File: src/rtl/fadd_pre_aligner_pkg.sv
// Shared types, widths and the binary32 unpack helper for the FP add/sub front end.
// The unpack helper optionally flushes denormals to signed zero (see FADD_PRE_ALIGN_FLUSH_DENORM_EN in the top).
package fadd_pkg;

  localparam int EXP_W     = 8;
  localparam int MAN_W     = 23;
  localparam int GRS_W     = 3;
  localparam int ALIGN_CAP = 26;
  localparam int SIG_W     = MAN_W + 1;
  localparam int EXT_W     = SIG_W + GRS_W;
  localparam int SHAMT_W   = 5;

  typedef struct packed {
    logic             sign;
    logic [EXP_W-1:0] eff_exp;
    logic [SIG_W-1:0] sig;
    logic             is_nan;
    logic             is_inf;
    logic             is_zero;
    logic             is_denorm;
  } unpacked_op_t;

  typedef struct packed {
    logic               eff_sub;
    logic               sign;
    logic [EXP_W-1:0]   exp_big;
    logic [SIG_W-1:0]   sig_big;
    logic [SIG_W-1:0]   sig_small;
    logic [SHAMT_W-1:0] diff;
    logic               nan;
    logic               inf;
    logic               dend;
  } s1_payload_t;

  typedef struct packed {
    logic [EXP_W-1:0] exponent;
    logic [SIG_W:0]   significand;
    logic [GRS_W-1:0] guard;
    logic             op_sign;
    logic             sign;
    logic             dend;
    logic             nan;
    logic             inf;
  } s2_result_t;

  // A flushed denormal comes out as a true zero, so is_denorm is never set for it.
  function automatic unpacked_op_t unpack(input logic [31:0] op, input logic flush);
    unpacked_op_t     u;
    logic [EXP_W-1:0] e;
    logic [MAN_W-1:0] f;
    e = op[30:23];
    f = op[22:0];
    if (flush && (e == '0)) f = '0;
    u.sign      = op[31];
    u.eff_exp   = (e == '0) ? EXP_W'(1) : e;
    u.sig       = {(e != '0), f};
    u.is_nan    = (&e) && (f != '0);
    u.is_inf    = (&e) && (f == '0);
    u.is_zero   = (e == '0) && (f == '0);
    u.is_denorm = (e == '0) && (f != '0);
    return u;
  endfunction

endpackage

File: src/rtl/fadd_pre_aligner_if.sv
// Operand-in / result-out valid-ready bundle of the FP add pre-aligner.
interface fadd_pre_aligner_if #(parameter int TAG_W = 4);

  logic             in_valid_i;
  logic             in_ready_o;
  logic [31:0]      op_a_i;
  logic [31:0]      op_b_i;
  logic             op_sub_i;
  logic [TAG_W-1:0] tag_i;

  logic             out_valid_o;
  logic             out_ready_i;
  logic [7:0]       raw_exponent_o;
  logic [24:0]      raw_significand_o;
  logic [2:0]       guard_o;
  logic             operation_sign_o;
  logic             sign_o;
  logic             dend_flag_o;
  logic             nan_o;
  logic             inf_o;
  logic [TAG_W-1:0] tag_o;

  modport slave (
    input  in_valid_i, op_a_i, op_b_i, op_sub_i, tag_i, out_ready_i,
    output in_ready_o, out_valid_o, raw_exponent_o, raw_significand_o, guard_o,
           operation_sign_o, sign_o, dend_flag_o, nan_o, inf_o, tag_o
  );

  modport master (
    output in_valid_i, op_a_i, op_b_i, op_sub_i, tag_i, out_ready_i,
    input  in_ready_o, out_valid_o, raw_exponent_o, raw_significand_o, guard_o,
           operation_sign_o, sign_o, dend_flag_o, nan_o, inf_o, tag_o
  );

endinterface

File: src/rtl/fadd_pre_aligner_align_shifter.sv
// 27-bit logical right shifter; every bit shifted out is ORed into the result LSB (sticky).
module fadd_align_shifter
  import fadd_pkg::*;
(
  input  logic [EXT_W-1:0]   data_i,
  input  logic [SHAMT_W-1:0] shamt_i,
  output logic [EXT_W-1:0]   data_o
);

  logic [EXT_W-1:0] shifted;
  logic [EXT_W-1:0] lost_mask;
  logic             sticky;

  always_comb begin
    shifted   = data_i >> shamt_i;
    lost_mask = ~({EXT_W{1'b1}} << shamt_i);
    sticky    = |(data_i & lost_mask);
    data_o    = {shifted[EXT_W-1:1], shifted[0] | sticky};
  end

endmodule

File: src/rtl/fadd_pre_aligner.sv
// Binary32 add/sub front end: unpack/compare/swap (stage 1), align + raw add/sub (stage 2).
// Define FADD_PRE_ALIGN_FLUSH_DENORM_EN to flush denormal inputs to signed zero (dend_flag_o then reads 0).
module fadd_pre_aligner
  import fadd_pkg::*;
#(
  parameter int TAG_W = 4
) (
  input logic               clk_i,
  input logic               rst_i,
  fadd_pre_aligner_if.slave bus
);

`ifdef FADD_PRE_ALIGN_FLUSH_DENORM_EN
  localparam logic FLUSH_DENORM = 1'b1;
`else
  localparam logic FLUSH_DENORM = 1'b0;
`endif

  logic             s1_valid_q;
  logic             s2_valid_q;
  logic             s1_advance;
  logic             s2_advance;
  s1_payload_t      s1_d, s1_q;
  s2_result_t       s2_d, s2_q;
  logic [TAG_W-1:0] s1_tag_q, s2_tag_q;

  unpacked_op_t     ua, ub;
  logic [30:0]      mag_a, mag_b;
  logic             swap;
  logic             eff_sub;
  logic [EXP_W-1:0] exp_small;
  logic [EXP_W-1:0] diff_full;

  logic [EXT_W-1:0] big_ext, small_pre, small_ext;
  logic [EXT_W:0]   sum;
  logic [EXT_W-1:0] dif;

  assign s2_advance     = ~s2_valid_q | bus.out_ready_i;
  assign s1_advance     = ~s1_valid_q | s2_advance;
  assign bus.in_ready_o = rst_i | s1_advance;

  // Magnitude key uses the raw exponent field so a denormal always orders below any normal.
  always_comb begin
    ua        = unpack(bus.op_a_i, FLUSH_DENORM);
    ub        = unpack(bus.op_b_i, FLUSH_DENORM);
    mag_a     = {(ua.is_zero | ua.is_denorm) ? 8'h00 : ua.eff_exp, ua.sig[MAN_W-1:0]};
    mag_b     = {(ub.is_zero | ub.is_denorm) ? 8'h00 : ub.eff_exp, ub.sig[MAN_W-1:0]};
    swap      = mag_b > mag_a;
    eff_sub   = bus.op_sub_i ^ ua.sign ^ ub.sign;
    exp_small = swap ? ua.eff_exp : ub.eff_exp;

    s1_d           = '0;
    s1_d.eff_sub   = eff_sub;
    s1_d.exp_big   = swap ? ub.eff_exp : ua.eff_exp;
    s1_d.sig_big   = swap ? ub.sig : ua.sig;
    s1_d.sig_small = swap ? ua.sig : ub.sig;
    diff_full      = s1_d.exp_big - exp_small;
    s1_d.diff      = (diff_full > EXP_W'(ALIGN_CAP)) ? SHAMT_W'(ALIGN_CAP) : diff_full[SHAMT_W-1:0];

    if (eff_sub && (mag_a == mag_b)) s1_d.sign = 1'b0;
    else if (swap)                   s1_d.sign = ub.sign ^ bus.op_sub_i;
    else                             s1_d.sign = ua.sign;

    s1_d.nan = ua.is_nan | ub.is_nan | (ua.is_inf & ub.is_inf & eff_sub);
    s1_d.inf = (ua.is_inf | ub.is_inf) & ~s1_d.nan;
`ifdef FADD_PRE_ALIGN_FLUSH_DENORM_EN
    s1_d.dend = 1'b0;
`else
    s1_d.dend = ua.is_denorm & ub.is_denorm;
`endif
  end

  always_ff @(posedge clk_i) begin
    if (rst_i) begin
      s1_valid_q <= 1'b0;
      s1_q       <= '0;
      s1_tag_q   <= '0;
    end else if (s1_advance) begin
      s1_valid_q <= bus.in_valid_i;
      if (bus.in_valid_i) begin
        s1_q     <= s1_d;
        s1_tag_q <= bus.tag_i;
      end
    end
  end

  fadd_align_shifter u_align (
    .data_i  (small_pre),
    .shamt_i (s1_q.diff),
    .data_o  (small_ext)
  );

  // Subtraction never goes negative because the swap put the larger magnitude on top.
  always_comb begin
    big_ext   = {s1_q.sig_big, {GRS_W{1'b0}}};
    small_pre = {s1_q.sig_small, {GRS_W{1'b0}}};
    sum       = {1'b0, big_ext} + {1'b0, small_ext};
    dif       = big_ext - small_ext;

    s2_d          = '0;
    s2_d.exponent = s1_q.exp_big;
    s2_d.op_sign  = ~s1_q.eff_sub;
    s2_d.sign     = s1_q.sign;
    s2_d.dend     = s1_q.dend;
    s2_d.nan      = s1_q.nan;
    s2_d.inf      = s1_q.inf;
    if (s1_q.eff_sub) begin
      s2_d.significand = {1'b0, dif[EXT_W-1:GRS_W]};
      s2_d.guard       = dif[GRS_W-1:0];
    end else begin
      s2_d.significand = sum[EXT_W:GRS_W];
      s2_d.guard       = sum[GRS_W-1:0];
    end
  end

  always_ff @(posedge clk_i) begin
    if (rst_i) begin
      s2_valid_q <= 1'b0;
      s2_q       <= '0;
      s2_tag_q   <= '0;
    end else if (s2_advance) begin
      s2_valid_q <= s1_valid_q;
      if (s1_valid_q) begin
        s2_q     <= s2_d;
        s2_tag_q <= s1_tag_q;
      end
    end
  end

  assign bus.out_valid_o       = s2_valid_q;
  assign bus.raw_exponent_o    = s2_q.exponent;
  assign bus.raw_significand_o = s2_q.significand;
  assign bus.guard_o           = s2_q.guard;
  assign bus.operation_sign_o  = s2_q.op_sign;
  assign bus.sign_o            = s2_q.sign;
  assign bus.dend_flag_o       = s2_q.dend;
  assign bus.nan_o             = s2_q.nan;
  assign bus.inf_o             = s2_q.inf;
  assign bus.tag_o             = s2_tag_q;

endmodule

File: src/flat_wrapper.sv
// flat-port wrapper written by rule: the top's interface ports become plain ports
module fadd_pre_aligner_flat import fadd_pkg::*;
#(
  parameter int TAG_W = 4
)
  (clk_i, rst_i, bus_in_valid_i, bus_op_a_i, bus_op_b_i, bus_op_sub_i, bus_tag_i, bus_out_ready_i, bus_in_ready_o, bus_out_valid_o, bus_raw_exponent_o, bus_raw_significand_o, bus_guard_o, bus_operation_sign_o, bus_sign_o, bus_dend_flag_o, bus_nan_o, bus_inf_o, bus_tag_o);
  fadd_pre_aligner_if #(.TAG_W(TAG_W)) bus_i ();
  input logic clk_i;
  input logic rst_i;
  input wire logic [$bits(bus_i.in_valid_i)-1:0] bus_in_valid_i;
  input wire logic [$bits(bus_i.op_a_i)-1:0] bus_op_a_i;
  input wire logic [$bits(bus_i.op_b_i)-1:0] bus_op_b_i;
  input wire logic [$bits(bus_i.op_sub_i)-1:0] bus_op_sub_i;
  input wire logic [$bits(bus_i.tag_i)-1:0] bus_tag_i;
  input wire logic [$bits(bus_i.out_ready_i)-1:0] bus_out_ready_i;
  output wire logic [$bits(bus_i.in_ready_o)-1:0] bus_in_ready_o;
  output wire logic [$bits(bus_i.out_valid_o)-1:0] bus_out_valid_o;
  output wire logic [$bits(bus_i.raw_exponent_o)-1:0] bus_raw_exponent_o;
  output wire logic [$bits(bus_i.raw_significand_o)-1:0] bus_raw_significand_o;
  output wire logic [$bits(bus_i.guard_o)-1:0] bus_guard_o;
  output wire logic [$bits(bus_i.operation_sign_o)-1:0] bus_operation_sign_o;
  output wire logic [$bits(bus_i.sign_o)-1:0] bus_sign_o;
  output wire logic [$bits(bus_i.dend_flag_o)-1:0] bus_dend_flag_o;
  output wire logic [$bits(bus_i.nan_o)-1:0] bus_nan_o;
  output wire logic [$bits(bus_i.inf_o)-1:0] bus_inf_o;
  output wire logic [$bits(bus_i.tag_o)-1:0] bus_tag_o;
  assign bus_i.in_valid_i = bus_in_valid_i;
  assign bus_i.op_a_i = bus_op_a_i;
  assign bus_i.op_b_i = bus_op_b_i;
  assign bus_i.op_sub_i = bus_op_sub_i;
  assign bus_i.tag_i = bus_tag_i;
  assign bus_i.out_ready_i = bus_out_ready_i;
  assign bus_in_ready_o = bus_i.in_ready_o;
  assign bus_out_valid_o = bus_i.out_valid_o;
  assign bus_raw_exponent_o = bus_i.raw_exponent_o;
  assign bus_raw_significand_o = bus_i.raw_significand_o;
  assign bus_guard_o = bus_i.guard_o;
  assign bus_operation_sign_o = bus_i.operation_sign_o;
  assign bus_sign_o = bus_i.sign_o;
  assign bus_dend_flag_o = bus_i.dend_flag_o;
  assign bus_nan_o = bus_i.nan_o;
  assign bus_inf_o = bus_i.inf_o;
  assign bus_tag_o = bus_i.tag_o;
  fadd_pre_aligner #(.TAG_W(TAG_W)) u_core (.clk_i(clk_i), .rst_i(rst_i), .bus(bus_i));
endmodule
File: config.mk
export PLATFORM = sky130hd
export DESIGN_NAME = fadd_pre_aligner_flat
export DESIGN_NICKNAME = d
export VERILOG_FILES = /design/src/rtl/fadd_pre_aligner_pkg.sv /design/src/rtl/fadd_pre_aligner_if.sv /design/src/rtl/fadd_pre_aligner_align_shifter.sv /design/src/rtl/fadd_pre_aligner.sv /design/src/flat_wrapper.sv
export SDC_FILE = /design/constraint.sdc
export NUM_CORES = 1
export LEC_CHECK = 0
export CAP_MARGIN = 20
export CORE_MARGIN = 4
export CORE_UTILIZATION = 50
export CTS_CLUSTER_DIAMETER = 150
export DETAILED_ROUTE_END_ITERATION = 10
export PLACE_DENSITY = 0.72
export SYNTH_ARGS = -nofsm -noshare
export SYNTH_HDL_FRONTEND = slang
export SYNTH_SLANG_ARGS = --single-unit
File: constraint.sdc
create_clock -name clk_i -period 6.32 [get_ports clk_i]
set_input_delay 1.264 -clock clk_i [delete_from_list [all_inputs] [get_ports clk_i]]
set_output_delay 1.264 -clock clk_i [all_outputs]
set_load 0.03 [all_outputs]
== Yosys cells after proc, flatten, opt, wreduce, memory -nomap -nowiden ==
Cells that the tools add are included.

* Logic and storage cells: 85
* Register bits after elaboration: 117
* Input bits: 73

* Shift operators: 2
* Bitwise gates (word level): 22
* Muxes and demuxes: 12
* $add $sub $neg: 3
* Equal/unequal tests: 1
* Reductions and logical operators: 22
* Order comparisons: 2

{| class="wikitable"
|+ Operator list
! cell !! number
|-
| 24-bit 2-to-1 mux || 2
|-
| 8-bit 2-to-1 mux || 6
|-
| 23-bit logical NOT || 2
|-
| 23-bit nonzero test || 2
|-
| 31-bit equality test || 1
|-
| 31-bit > comparator || 1
|-
| 27-bit by 27-bit adder with 28-bit output || 1
|-
| 28-bit 2-to-1 mux || 1
|-
| 27-bit bitwise AND || 1
|-
| 27-bit inverter || 1
|-
| 27-bit OR reduction || 1
|-
| 27-bit by 5-bit left shift with 27-bit output, first input constant || 1
|-
| 27-bit by 5-bit >> shifter with 27-bit output || 1
|-
| 27-bit subtractor || 1
|-
| 8-bit logical NOT || 2
|-
| 8-bit AND reduction || 2
|-
| 8-bit nonzero test || 2
|-
| 1-bit logical AND || 9
|-
| 1-bit bitwise OR || 9
|-
| 8-bit by 5-bit > comparator with 1-bit output, second input constant || 1
|-
| 8-bit subtractor || 1
|-
| 5-bit 2-to-1 mux || 1
|-
| 1-bit bitwise AND || 4
|-
| 1-bit inverter || 4
|-
| other kinds (3) || 7
|}

== Depth between registers and ports, before layout ==
Gate-level depths: netlist (run 1).

* Depth after elaboration: 9
* Mapped depth: 23
* Mapped depth without buffers: 20

== By module ==
A second synthesis (run 1) with hierarchy kept.

* Cell total of the unflattened synthesis: 1372
* Area, all modules: 10251.1 um^2

{| class="wikitable"
|+ By module, submodules not included
! module !! area each (um^2) !! times used !! cells each !! seq. area each (um^2)
|-
| fadd_pre_aligner || 8470.6 || 1 || 1161 || 2342.2
|-
| fadd_align_shifter || 1780.5 || 1 || 211 || 0.0
|}

== Worst setup path before layout (run 1) ==
OpenSTA, ideal clock, no wires.

* Kind: input port to flip-flop
* From: in bus_op_a_i[26]
* To: reg u_core.s1_q[7] in the netlist's numbering
* Required time: 6.200 ns
* Stages on the path: 19
* Slack: 1.299 ns
* Path buffers: 3
* Arrival: 4.901 ns
* Cell sequence: clkbuf_1 inv_1 ha_1 nand4_1 nor4_1 and2_1 a31oi_1 o21ai_1 clkbuf_1 clkbuf_1 and3_1 nor2_1 ha_1 inv_1 o221ai_1 xor2_1 o21a_1 a211o_1 o31a_1

* Longest elaborated chain between the ends: 9

{| class="wikitable"
|+ RTL lines
! what !! line !! text
|-
| from (decl) || flat_wrapper.sv:11 || <nowiki>input wire logic [$bits(bus_i.op_a_i)-1:0] bus_op_a_i;</nowiki>
|-
| 8-bit logical NOT || - ||
|-
| 1-bit logical AND, on equally long branches || fadd_pre_aligner_pkg.sv:59, fadd_pre_aligner_pkg.sv:60 ||
|-
| 1-bit bitwise OR || fadd_pre_aligner.sv:46 || <nowiki>mag_a = {(ua.is_zero | ua.is_denorm) ? 8'h00 : ua.eff_exp, ua.sig[MAN_W-1:0]};</nowiki>
|-
| 8-bit 2-to-1 mux || fadd_pre_aligner.sv:46 ||
|-
| 31-bit > comparator || fadd_pre_aligner.sv:48 || <nowiki>swap = mag_b > mag_a;</nowiki>
|-
| 8-bit 2-to-1 mux, on equally long branches || fadd_pre_aligner.sv:54, fadd_pre_aligner.sv:50 ||
|-
| 8-bit subtractor (*) || fadd_pre_aligner.sv:57 || <nowiki>diff_full = s1_d.exp_big - exp_small;</nowiki>
|-
| 8-bit by 5-bit > comparator with 1-bit output || fadd_pre_aligner.sv:58 || <nowiki>s1_d.diff = (diff_full > EXP_W'(ALIGN_CAP)) ? SHAMT_W'(ALIGN_CAP) : diff_full[SHAMT_W-1:0];</nowiki>
|-
| 5-bit 2-to-1 mux (*) || fadd_pre_aligner.sv:58 ||
|-
| to (signal assigned) || fadd_pre_aligner.sv:76 || <nowiki>s1_q <= '0;</nowiki>
|-
| to (signal assigned) || fadd_pre_aligner.sv:81 || <nowiki>s1_q <= s1_d;</nowiki>
|-
| to (decl) || fadd_pre_aligner.sv:23 || <nowiki>s1_payload_t s1_d, s1_q;</nowiki>
|}

Mark *: on every way between the ends. The rest lies on a longest branch, timed or not.
A chain may end at the register's enable or synchronous reset.

== Worst setup path in the final report (run 1) ==
* From: reg u_core.s1_q[4] in the netlist's numbering
* To: reg u_core.s2_q, in the netlist u_core.bus.raw_significand_o[22]

* Longest elaborated chain between the ends: 7

{| class="wikitable"
|+ RTL lines
! what !! line !! text
|-
| 27-bit by 5-bit left shift with 27-bit output || fadd_pre_aligner_align_shifter.sv:16 || <nowiki>lost_mask = ~({EXT_W{1'b1}} << shamt_i);</nowiki>
|-
| 27-bit inverter || fadd_pre_aligner_align_shifter.sv:16 ||
|-
| 27-bit bitwise AND || fadd_pre_aligner_align_shifter.sv:17 || <nowiki>sticky = |(data_i & lost_mask);</nowiki>
|-
| 27-bit OR reduction || fadd_pre_aligner_align_shifter.sv:17 ||
|-
| 1-bit bitwise OR || fadd_pre_aligner_align_shifter.sv:18 || <nowiki>data_o = {shifted[EXT_W-1:1], shifted[0] | sticky};</nowiki>
|-
| 27-bit by 27-bit adder with 28-bit output / 27-bit subtractor (equally long branches) || fadd_pre_aligner.sv:97, fadd_pre_aligner.sv:98 ||
|-
| 28-bit 2-to-1 mux (*) || fadd_pre_aligner.sv:107 || <nowiki>if (s1_q.eff_sub) begin</nowiki>
|-
| to (signal assigned) || fadd_pre_aligner.sv:119 || <nowiki>s2_q <= '0;</nowiki>
|-
| to (signal assigned) || fadd_pre_aligner.sv:124 || <nowiki>s2_q <= s2_d;</nowiki>
|-
| to (decl) || fadd_pre_aligner.sv:24 || <nowiki>s2_result_t s2_d, s2_q;</nowiki>
|}

Marks and branches as above.

==> results of run 1 <==
## Yosys cell counts, types with 5 or more instances
cell      number  area (um2)
a31oi_1       16         100
buf_2          5        25.0
clkbuf_1      96         360
a311oi_1      57         499
nand3_1       22         110
or4_1          6        45.0
nand3b_1       9        67.6
o31a_1         6        52.6
o32a_1         5        50.1
nor2_1       146         548
nor3_1        29         145
mux4_2         7         158
or3_1         13        81.3
a21o_1        13        97.6
a21oi_1      118         591
xor2_1         8        70.1
inv_1         88         330
o22ai_1        5        31.3
nor4_1        16         100
nand2b_1      15        93.8
ha_1          81        1010
o21bai_1      15         113
o21ai_0       45         225
o21a_1        11        82.6
and3_1         8        50.1
mux4_1         6         158
dfxtp_1      117        2340
a211oi_1      36         270
buf_1          5        18.8
and2_1         8        50.1
or2_2          7        43.8
o311ai_0       7        61.3
o211ai_1       9        67.6
xnor2_1       19         166
nand4_1       21         131
nor2b_1       20         125
mux2i_1       35         350
nand2_1      231         867
o31ai_1       10        75.1
## stage by stage
stage / power, mW / worst slack, ns / cells
CTS: 3.02 / 1.20 / 1762
detailed placement: 2.01 / 0.862 / 1730
global route: 3.19 / 0.859 / 1762
finish: 3.03 / 1.18 / 1762
floorplan: 1.67 / 1.30 / 1435
global placement: 2.00 / 0.980 / 1730
## layout make-up
| cell class | count | area (um2) |
|---|---|---|
| Clock buffer | 18 | 439 |
| Clock inverter | 14 | 175 |
| Fill cell | 1933 | 8090 |
| Inverter | 89 | 334 |
| Multi-Input combinational cell | 1122 | 7300 |
| Sequential cell | 117 | 2340 |
| Tap cell | 270 | 338 |
| Timing Repair Buffer | 132 | 1290 |
## where the power goes
part	leakage, nW	switching [mW]	internal [mW]	total (mW)
Clock	0.293	0.378	0.633	1.01
Combinational	3.74	0.701	0.448	1.15
Sequential	0.965	0.0703	0.796	0.866
Total	4.99	1.15	1.88	3.03
## path summary, 6_finish.rpt
| path | cells past startpoint | start | slack (ns) | to |
|---|---|---|---|---|
| hold reg to reg | 2 | u_core.bus.raw_significand_o[13] | 0.45 | u_core.bus.raw_significand_o[13] |
| setup reg to reg | 19 | u_core.s1_q[4] | 1.18 | u_core.bus.raw_significand_o[22] |
| setup / recovery | 19 | u_core.s1_q[4] | 1.18 | u_core.bus.raw_significand_o[22] |
| hold / removal | 2 | u_core.bus.raw_significand_o[13] | 0.45 | u_core.bus.raw_significand_o[13] |
## per-layer routing
metal,up-vias,global-route usage,wire (um)
li1,5270,-,-
met1,4994,0.379,14700
met2,397,0.421,14800
met3,46,0.0364,2050
met4,0,0.0745,696
met5,-,0,0
## worst reg2reg max path: stages (launching register included)
cell       delay, ns
dfxtp_1         0.81
buf_4           0.37
mux2i_1         0.27
a21oi_1         0.13
mux2i_1         0.27
and2_1          0.17
o32a_1          0.18
inv_1           0.05
ha_1            0.19
inv_1           0.07
fa_1            0.19
nor2_1          0.07
o311ai_0        0.56
a211oi_1        0.26
o211ai_1        0.22
nand3_1         0.12
o41ai_1         0.40
o31ai_1         0.17
xor2_1          0.18
a2111oi_2       0.35
## logic make-up after synthesis
group                    count (synthesis)  synth area share
AND/OR/NAND/NOR                        561             0.245
AO/OA/AOI/OAI                          398             0.263
buffers and inverters                  196            0.0723
flip-flops                             117             0.226
adder cells (fa/ha/maj)                 84             0.102
multiplexers                            52            0.0686
XOR/XNOR                                27            0.0228
## registers in the layout, summed over array words and instances (netlist names), 3 cells and up
signal,flops
u_core.s1_q,42
u_core.bus.raw_significand_o,25
u_core.big_ext,24
u_core.bus.raw_exponent_o,8
u_core.bus.tag_o,4
u_core.s1_tag_q,4
u_core.bus.guard_o,3
## cell usage in the layout, fill, tap and decap left out, types with 21 or more instances in the layout
cell type | Yosys | layout
nand2_1 | 231 | 231
o21ai_0 | 45 | 45
nand4_1 | 21 | 21
nor3_1 | 29 | 29
ha_1 | 81 | 81
mux2i_1 | 35 | 35
a311oi_1 | 57 | 57
dfxtp_1 | 117 | 116
clkdlybuf4s50_1 | 0 | 118
a211oi_1 | 36 | 36
nor2_1 | 146 | 146
a21oi_1 | 118 | 118
inv_1 | 88 | 88
nand3_1 | 22 | 22
==> impl_results.md, run 1 <==
- I/O Buffers: 119
- Vias after detailed routing: between 10000 and 15000
- Worst path top cell family by delay: compound AO/OA/AOI/OAI gates
- Final ANT Viol Nets: 0
- Syn Inst Count: 1435
- Post-synth EDFFs: 0
- Worst Path Buf+Inv: 3
- Slew headroom: 0.341
- Net count after synthesis: about 1600
- # Post-CTS Setup Buffers: 0
- Pwr/cell area: between 200 and 250 nW/um2
- Slowest library cell on the worst path: dfxtp_1
- First DRT Iteration DRCs: 844
- Grt ovf: 0
- Static Leak: roughly 5 nW
- Syn avg cell area: about 7.2 um2
- # IOs: between 100 and 150
- CTS tree: done
- Sequential fraction of the synthesis area: 0.226
- Initial antenna violation count: 0
- Hold Buf Count CTS: 0
- Predominant post-synthesis flop cell: dfxtp_1
- Ys Warns: 0
- Status: finished clean
- Critical-path maximum fanout: 19
- Worst Setup End Kind: register
- Hold Violations, Final: 0
- Critical path class: register to register
- Final worst-path cycle share: 0.813
- Achievable Freq: roughly 190 MHz
- Area post-placement: ~12000 um2
- Ant. Diodes: 0
- Row cnt: between 50 and 60
- Crit-path max cell delay: between 0.8 and 0.9 ns
- Clk pin slew, worst setup/hold paths: ~0.060 ns
- Core Region: between 20000 and 25000 um2
- H-tree depth: 4
- Num CTS Buffers: 17
- Clk Latency, worst-skew pair: about 0.42 ns
- Post-DP HPWL: ~24000 um
- # DRC: 0
- Skew final: 0.00762 ns
- Initial Util: 0.511
- Slew Limit Fails: 0
- Synth cell types: 72
- First-pass GRT wire length: between 50000 and 60000 um
- Cell chain of the critical path: buf_4, mux2i_1, a21oi_1, mux2i_1, and2_1, o32a_1, inv_1, ha_1, inv_1, fa_1, nor2_1, o311ai_0, a211oi_1, o211ai_1, nand3_1, o41ai_1, o31ai_1, xor2_1, a2111oi_2
- FFs w/ async S/R, synth: 0
- CTS sink cnt: 117
- Area growth, synth to finish: 17.8%
- Utilization after layout: 0.602
- Drt wl/cell: 18.3 um
- Vias per Instance: roughly 6
- Nets: roughly 1600
- WP data required: roughly 6.6 ns
- Max-Cap Viols: 0
- Vias in the first global route: just under 10000
- Worst-Margin Slew: a little under 1 ns
- Layout cells sized above 1: 0.0516
- Seq cells post-synth: 117
- Setup crit start kind: register
- Fin crit period: slightly above 5 ns
- Die Y: 152 um
- Largest net degree at the start of global routing: 94
- Die extent in x: between 150 and 200 um
- Hold crit path type: register to register
- Root Driver: clkbuf_16
- Max Root-Sink Buffers: 2
- First-pass DRT Iterations: 5
- Fin area: ~12000 um2
- Die area: about 23000 um2
- WL final: 32200 um
- Final Setup Violations: 0
- Peak supply drop: 0.000150 V
- Critical path arrival: 5.45 ns
- Post-Syn Area: between 10000 and 15000 um2
- GRT Total Usage: 0.266
- Setup_tns: 0 ns
- RSZ-0062 raised after global routing: no
- Cts repair resizes: 0
- GP Congestion: about 0.9
- Final hold slack: between 0.4 and 0.5 ns
No activity file was read; power rests on OpenSTA's default activity.
==> run 2: changes to the inputs <==
==> constraint.sdc (replaced) <==
create_clock -name clk_i -period 5.4 [get_ports clk_i]
set_input_delay 1.08 -clock clk_i [delete_from_list [all_inputs] [get_ports clk_i]]
set_output_delay 1.08 -clock clk_i [all_outputs]
set_load 0.03 [all_outputs]
==> run 2 against run 1 <==
  * Clock power increased by 8%
  * Routed wire length grew 0.17%
  * First-iteration DRC count down 7.8%
  * Maximum frequency grew 2.4%
  * Critical path depth fell by 3
  * Sequential cell count unchanged
  * Utilization is 0.71 points higher
  * Sequential power increased by 17%
  * Global-route usage is 0.24 points higher
  * Highest routed layer unchanged
==> impl_results.md, run 2 (same netlist as run 1, synthesis figures left out) <==
- Status: finished clean
- Clk pwr share: 0.314 (-0.020)
- Slew Limit Fails: 0 (unchanged)
- Final WS setup: 0.383 ns (-0.800 ns)
- Largest Register: u_core.s1_q
- Clk pin slew, worst setup/hold paths: 0.06 ns (about the same)
- Setup crit start kind: register
- Fin cells: 1786 (+1.4%)
- Most frequent cells in the layout: 231 x nand2_1, 146 x nor2_1, 118 x a21oi_1, 118 x clkdlybuf4s50_1, 116 x dfxtp_1
- Fin area: 12400 um2 (+1.2%)
- FF-to-FF path depth: 16 (-3)
- # IOs: 120 (unchanged)
- Area post-placement: 11800 um2 (+1.7%)
- # DRC: 0 (unchanged)
- Hold Path Stages: 2 (unchanged)
- Static Leak: 5.09 nW (+2.0%)
- H-tree depth: 4 (unchanged)
- # Post-CTS Setup Buffers: 0 (unchanged)
- Worst-Margin Slew: 0.980 ns (-0.00836 ns)
- Flop pwr share: 0.290 (+0.004)
- WL final: 32300 um (+0.17%)
- First DRT Iteration DRCs: 778 (-7.8%)
- Slowest library cell on the worst path: dfxtp_2
- Pre-CTS setup slack: 0.281 ns (-0.582 ns)
- Fin crit period: 5.02 ns (-0.120 ns)
- Comb power frac: 0.396 (+0.016)
- Peak supply drop: 0.000168 V (+12%)
- Pwr/cell area: 281 nW/um2 (+13%)
- Final hold slack: 0.450 ns (-0.00192 ns)
- Row cnt: 52 (unchanged)
- Max FFs per register: 42 (unchanged)
- Hold Buf Count CTS: 0 (unchanged)
- Root Driver: clkbuf_16
- Overall power: 3.48 mW (+15%)
- Switching Share: 0.389 (+0.00882)
- Die Y: 152 um (unchanged)
- Largest net degree at the start of global routing: 96 (+2.1%)
- Die area: 23100 um2 (unchanged)
- Num CTS Buffers: 17 (unchanged)
- Grt ovf: 0 (unchanged)
- Critical path arrival: 5.33 ns (-0.12 ns)
- GP Congestion: 0.974 (+8.4%)
- Cts repair resizes: 0 (unchanged)
- Final worst-path cycle share: 0.929 (+0.116)
- P_sw: 1.35 mW (+17%)
- Final Setup Violations: 0 (unchanged)
- Final ANT Viol Nets: 0 (unchanged)
- Leading cell type in the layout, fill and taps excluded: nand2_1
- GRT Total Usage: 0.268 (+0.00244)
- Post-DP HPWL: 24700 um (+0.96%)
- Critical-path maximum fanout: 28 (+9)
- I/O Buffers: 119 (unchanged)
- Initial Util: 0.511 (unchanged)
- Clk Latency, worst-skew pair: 0.42 ns (about the same)
- Ant. Diodes: 0 (unchanged)
- Vias in the first global route: 9965 (+3.0%)
- Crit-path max cell delay: 0.73 ns (-0.08 ns)
- CTS tree: done
- Flop2flop setup slack: 0.38 ns (-0.80 ns)
- Setup_tns: 0 ns (unchanged)
- Achievable Freq: 199 MHz (+2.4%)
- RSZ-0062 raised after global routing: no
- Inst Count DP: 1754 (+1.4%)
- Slew headroom: 0.347 (+0.00557)
- Vias per Instance: 6.01 (-1.1%)
- Hold crit path type: register to register
- Initial antenna violation count: 0 (unchanged)
- First-pass DRT Iterations: 5 (unchanged)
- Reg-to-reg critical path endpoint: u_core.bus.raw_significand_o[23]
- Critical path class: register to register
- First-pass GRT wire length: 51800 um (+0.95%)
- Drt wl/cell: 18.1 um (-1.2%)
- Max Root-Sink Buffers: 2 (unchanged)
- Core Region: 20300 um2 (unchanged)
- CTS sink cnt: 117 (unchanged)
- Cell chain of the critical path: buf_4, mux2i_1, mux2i_1, and2_1, o32a_1, ha_1, nand2b_1, a221oi_1, o211a_1, o31ai_1, a31oi_1, o221a_2, a21oi_1, o21a_1, or3_1, a311oi_1
- Nets: 1658 (+1.5%)
- Hold Violations, Final: 0 (unchanged)
- CP most frequent cell: mux2i_1
- Area growth, synth to finish: 19.2%
- Hold EP: u_core.bus.sign_o
- WP data required: 5.72 ns (-0.92 ns)
- Hold_sp: u_core.s1_q[64]
- Fill cells: 1892 (-2.1%)
- Layout cells sized above 1: 0.0660 (+0.0144)
- FF-to-FF Start: u_core.s1_q[3]
- Internal Power: 2.12 mW (+13%)
- Worst Setup End Kind: register
- Skew final: 0.0117 ns (+0.00405 ns)
- Max-Cap Viols: 0 (unchanged)
- Die extent in x: 152 um (unchanged)
- Utilization after layout: 0.609 (+0.00715)
- Vias after detailed routing: 10700 (+0.21%)
[run 2: cell count changes in the layout (fill, tap and decap cells not counted)]
cell,before,now
buf_4,14,37
bufinv_16,3,1
clkbuf_1,0,1
inv_6,2,4
buf_12,0,1
clkinv_4,4,3
[run 2: layer usage]
| metal | wire, um | track usage | vias up |
|---|---|---|---|
| li1 | - | - | 5321 |
| met1 | 14900 | 0.371 | 4980 |
| met2 | 14400 | 0.424 | 366 |
| met3 | 1940 | 0.0410 | 63 |
| met4 | 1060 | 0.100 | 0 |
| met5 | 0 | 0 | - |
[run 2: worst max path at each step]
stage / from / depth (start not counted) / to / slack, ns
final: u_core.s1_q[3] / 16 / u_core.bus.raw_significand_o[23] / 0.38
after detailed placement: bus_op_a_i[25] / 17 / u_core.s1_q[6] / 0.28
after floorplan: bus_op_a_i[26] / 19 / u_core.s1_q[7] / 0.56
after CTS: u_core.s1_q[3] / 16 / u_core.bus.raw_significand_o[23] / 0.50
after global routing: u_core.s1_q[3] / 16 / u_core.bus.raw_significand_o[23] / 0.19
after global placement: bus_op_a_i[29] / 17 / u_core.s1_q[7] / 0.45
[run 2: power by group through the flow]
stage	clock network, mW	logic (mW)	registers (mW)
global route	1.15	1.51	1.02
floorplan	0	0.918	1.04
detailed placement	0	1.35	1.02
CTS	1.11	1.36	1.01
finish	1.09	1.38	1.01
global placement	0	1.34	1.02
[run 2: final cells by class]
class	instances	area [um2]	area share
multi-input cells	1122	7300	0.590
flip-flops and latches	117	2340	0.190
repair buffers	156	1480	0.120
clock buffers	19	443	0.0358
well taps	270	338	0.0273
inverters	89	334	0.0270
clock inverters	13	124	0.0100
[run 2: critical path: cells and delay by family, from the launching register on]
family,cells,cell delay [ns]
compound gates,9,2.36
flops,1,0.73
buf+inv,1,0.25
simple gates,3,0.73
fa+ha+maj,1,0.37
mux,2,0.48
==> run 3: changes to the inputs <==
--- a/config.mk
+++ b/config.mk
@@ -11,6 +11,7 @@
 export CTS_CLUSTER_DIAMETER = 150
 export DETAILED_ROUTE_END_ITERATION = 10
 export PLACE_DENSITY = 0.72
+export REMOVE_ABC_BUFFERS = 1
 export SYNTH_ARGS = -nofsm -noshare
 export SYNTH_HDL_FRONTEND = slang
 export SYNTH_SLANG_ARGS = --single-unit
==> run 3 against run 2 <==
  * Utilization rose by 0.35 points
  * Clock-buffer cell count grew 1
  * Hold slack got worse by 0.0023 ns
  * First-iteration DRC count is 11% lower
  * Highest routed layer unchanged
==> impl_results.md, run 3 (same netlist as run 1, synthesis figures left out) <==
- Worst-Margin Slew: 0.856 ns (-0.124 ns)
- Max FFs per register: 42 (unchanged)
- First-pass DRT Iterations: 5 (unchanged)
- # IOs: 120 (unchanged)
- Die Y: 152 um (unchanged)
- Final Setup Violations: 0 (unchanged)
- Drt wl/cell: 18.4 um (+1.6%)
- GP Congestion: 0.995 (+2.2%)
- Initial antenna violation count: 0 (unchanged)
- Area growth, synth to finish: 19.9%
- Static Leak: 5.15 nW (+1.1%)
- Pre-CTS setup slack: 0.210 ns (-0.0711 ns)
- Setup crit start kind: register
- Max-Cap Viols: 0 (unchanged)
- FF-to-FF Start: u_core.s1_q[3]
- WP data required: 5.73 ns (about the same)
- Clk Latency, worst-skew pair: 0.42 ns (about the same)
- First-pass GRT wire length: 52900 um (+2.0%)
- Status: finished clean
- Layout cells sized above 1: 0.0727 (+0.00673)
- First DRT Iteration DRCs: 691 (-11%)
- Hold crit path type: register to register
- Core Region: 20300 um2 (unchanged)
- H-tree depth: 4 (unchanged)
- Clk pin slew, worst setup/hold paths: 0.06 ns (about the same)
- Cts repair resizes: 0 (unchanged)
- Grt ovf: 0 (unchanged)
- Ant. Diodes: 0 (unchanged)
- Peak supply drop: 0.000205 V (+22%)
- Largest Register: u_core.s1_q
- Die extent in x: 152 um (unchanged)
- Worst Setup End Kind: register
- Final WS setup: 0.431 ns (+0.0479 ns)
- Nets: 1671 (+0.78%)
- Num CTS Buffers: 17 (unchanged)
- RSZ-0062 raised after global routing: no
- Inst Count DP: 1767 (+0.74%)
- CTS sink cnt: 117 (unchanged)
- Utilization after layout: 0.612 (+0.00351)
- Hold Buf Count CTS: 0 (unchanged)
- Fin crit period: 4.97 ns (-0.0479 ns)
- CTS tree: done
- Vias in the first global route: 10000 (+0.45%)
- Worst Setup SP: u_core.s1_q[3]
- Slew headroom: 0.428 (+0.0816)
- Vias after detailed routing: 10800 (+1.1%)
- Pwr/cell area: 279 nW/um2 (-0.93%)
- Final worst-path cycle share: 0.920 (-0.00886)
- WL final: 33000 um (+2.2%)
- Achievable Freq: 201 MHz (+0.96%)
- GRT Total Usage: 0.275 (+0.00720)
- Hold Violations, Final: 0 (unchanged)
- Flop pwr share: 0.290 (about the same)
- Critical path arrival: 5.30 ns (-0.03 ns)
- P_sw: 1.33 mW (-1.9%)
- Most frequent cells in the layout: 231 x nand2_1, 146 x nor2_1, 118 x a21oi_1, 118 x clkdlybuf4s50_1, 116 x dfxtp_1
- Largest net degree at the start of global routing: 72 (-25%)
- Final hold slack: 0.448 ns (-0.00230 ns)
- Vias per Instance: 6.04 (+0.47%)
- Critical-path maximum fanout: 32 (+14%)
- Fin cells: 1797 (+0.62%)
- Root Driver: clkbuf_16
- # Post-CTS Setup Buffers: 0 (unchanged)
- Post-DP HPWL: 25200 um (+2.2%)
- Final ANT Viol Nets: 0 (unchanged)
- Initial Util: 0.511 (unchanged)
- Hold_sp: u_core.bus.guard_o[1]
- Clk pwr share: 0.308 (-0.006)
- Slew Limit Fails: 0 (unchanged)
- I/O Buffers: 119 (unchanged)
- Internal Power: 2.14 mW (+0.61%)
- # DRC: 0 (unchanged)
- Leading cell type in the layout, fill and taps excluded: nand2_1
- Max Root-Sink Buffers: 2 (unchanged)
- Comb power frac: 0.402 (+0.006)
- Critical path class: register to register
- Skew final: 0.00824 ns (-0.00342 ns)
- Row cnt: 52 (unchanged)
- Die area: 23100 um2 (unchanged)
- Switching Share: 0.383 (-0.00594)
- Overall power: 3.46 mW (-0.36%)
-- run 3: layout make-up --
class / count / area, um2
sequential: 117 / 2340
tap: 270 / 338
multi-input combinational: 1122 / 7300
timing repair buffer: 169 / 1580
inverter: 89 / 334
clock inverter: 10 / 83.8
clock buffer: 20 / 457
fill: 1913 / 7870
-- run 3: worst paths after layout --
| path | end | slack [ns] | cells past startpoint |
|---|---|---|---|
| max reg2reg | u_core.bus.raw_significand_o[23] | 0.43 | 13 |
| min reg2reg | u_core.bus.guard_o[1] | 0.45 | 2 |
| max | u_core.bus.raw_significand_o[23] | 0.43 | 13 |
| min | u_core.bus.guard_o[1] | 0.45 | 2 |
-- run 3: worst max-delay path, cell delays in order (launching register included) --
cell	delay (ns)
dfxtp_2	0.81
mux4_1	0.77
mux4_2	0.51
a21oi_1	0.23
ha_1	0.37
nor4_1	0.42
o211a_1	0.27
o31ai_1	0.12
a31oi_1	0.26
o221a_2	0.27
a21oi_1	0.07
o21a_1	0.18
or3_1	0.33
a311oi_1	0.25
-- run 3: metrics by stage --
step                setup TNS, ns  instance area (um2)
global placement                0                11900
floorplan                   -3.36                 9950
detailed placement              0                11900
finish                          0                12400
global route                    0                12400
CTS                             0                12400
-- run 3: routing by layer --
layer  up-vias  global-route usage  wire [um]
met3        70              0.0466       2140
li1       5344                   -          -
met1      5047               0.371      14600
met2       386               0.444      15100
met4         0               0.104       1170
met5         -                   0          0
-- run 3: power groups by stage --
stage	clock network [mW]	logic (mW)	registers, mW
6_report	1.07	1.39	1.00
5_1_grt	1.12	1.53	1.01
4_1_cts	1.08	1.38	1.00
3_5_place_dp	0	1.37	1.02
3_3_place_gp	0	1.36	1.02
2_1_floorplan	0	0.863	1.06
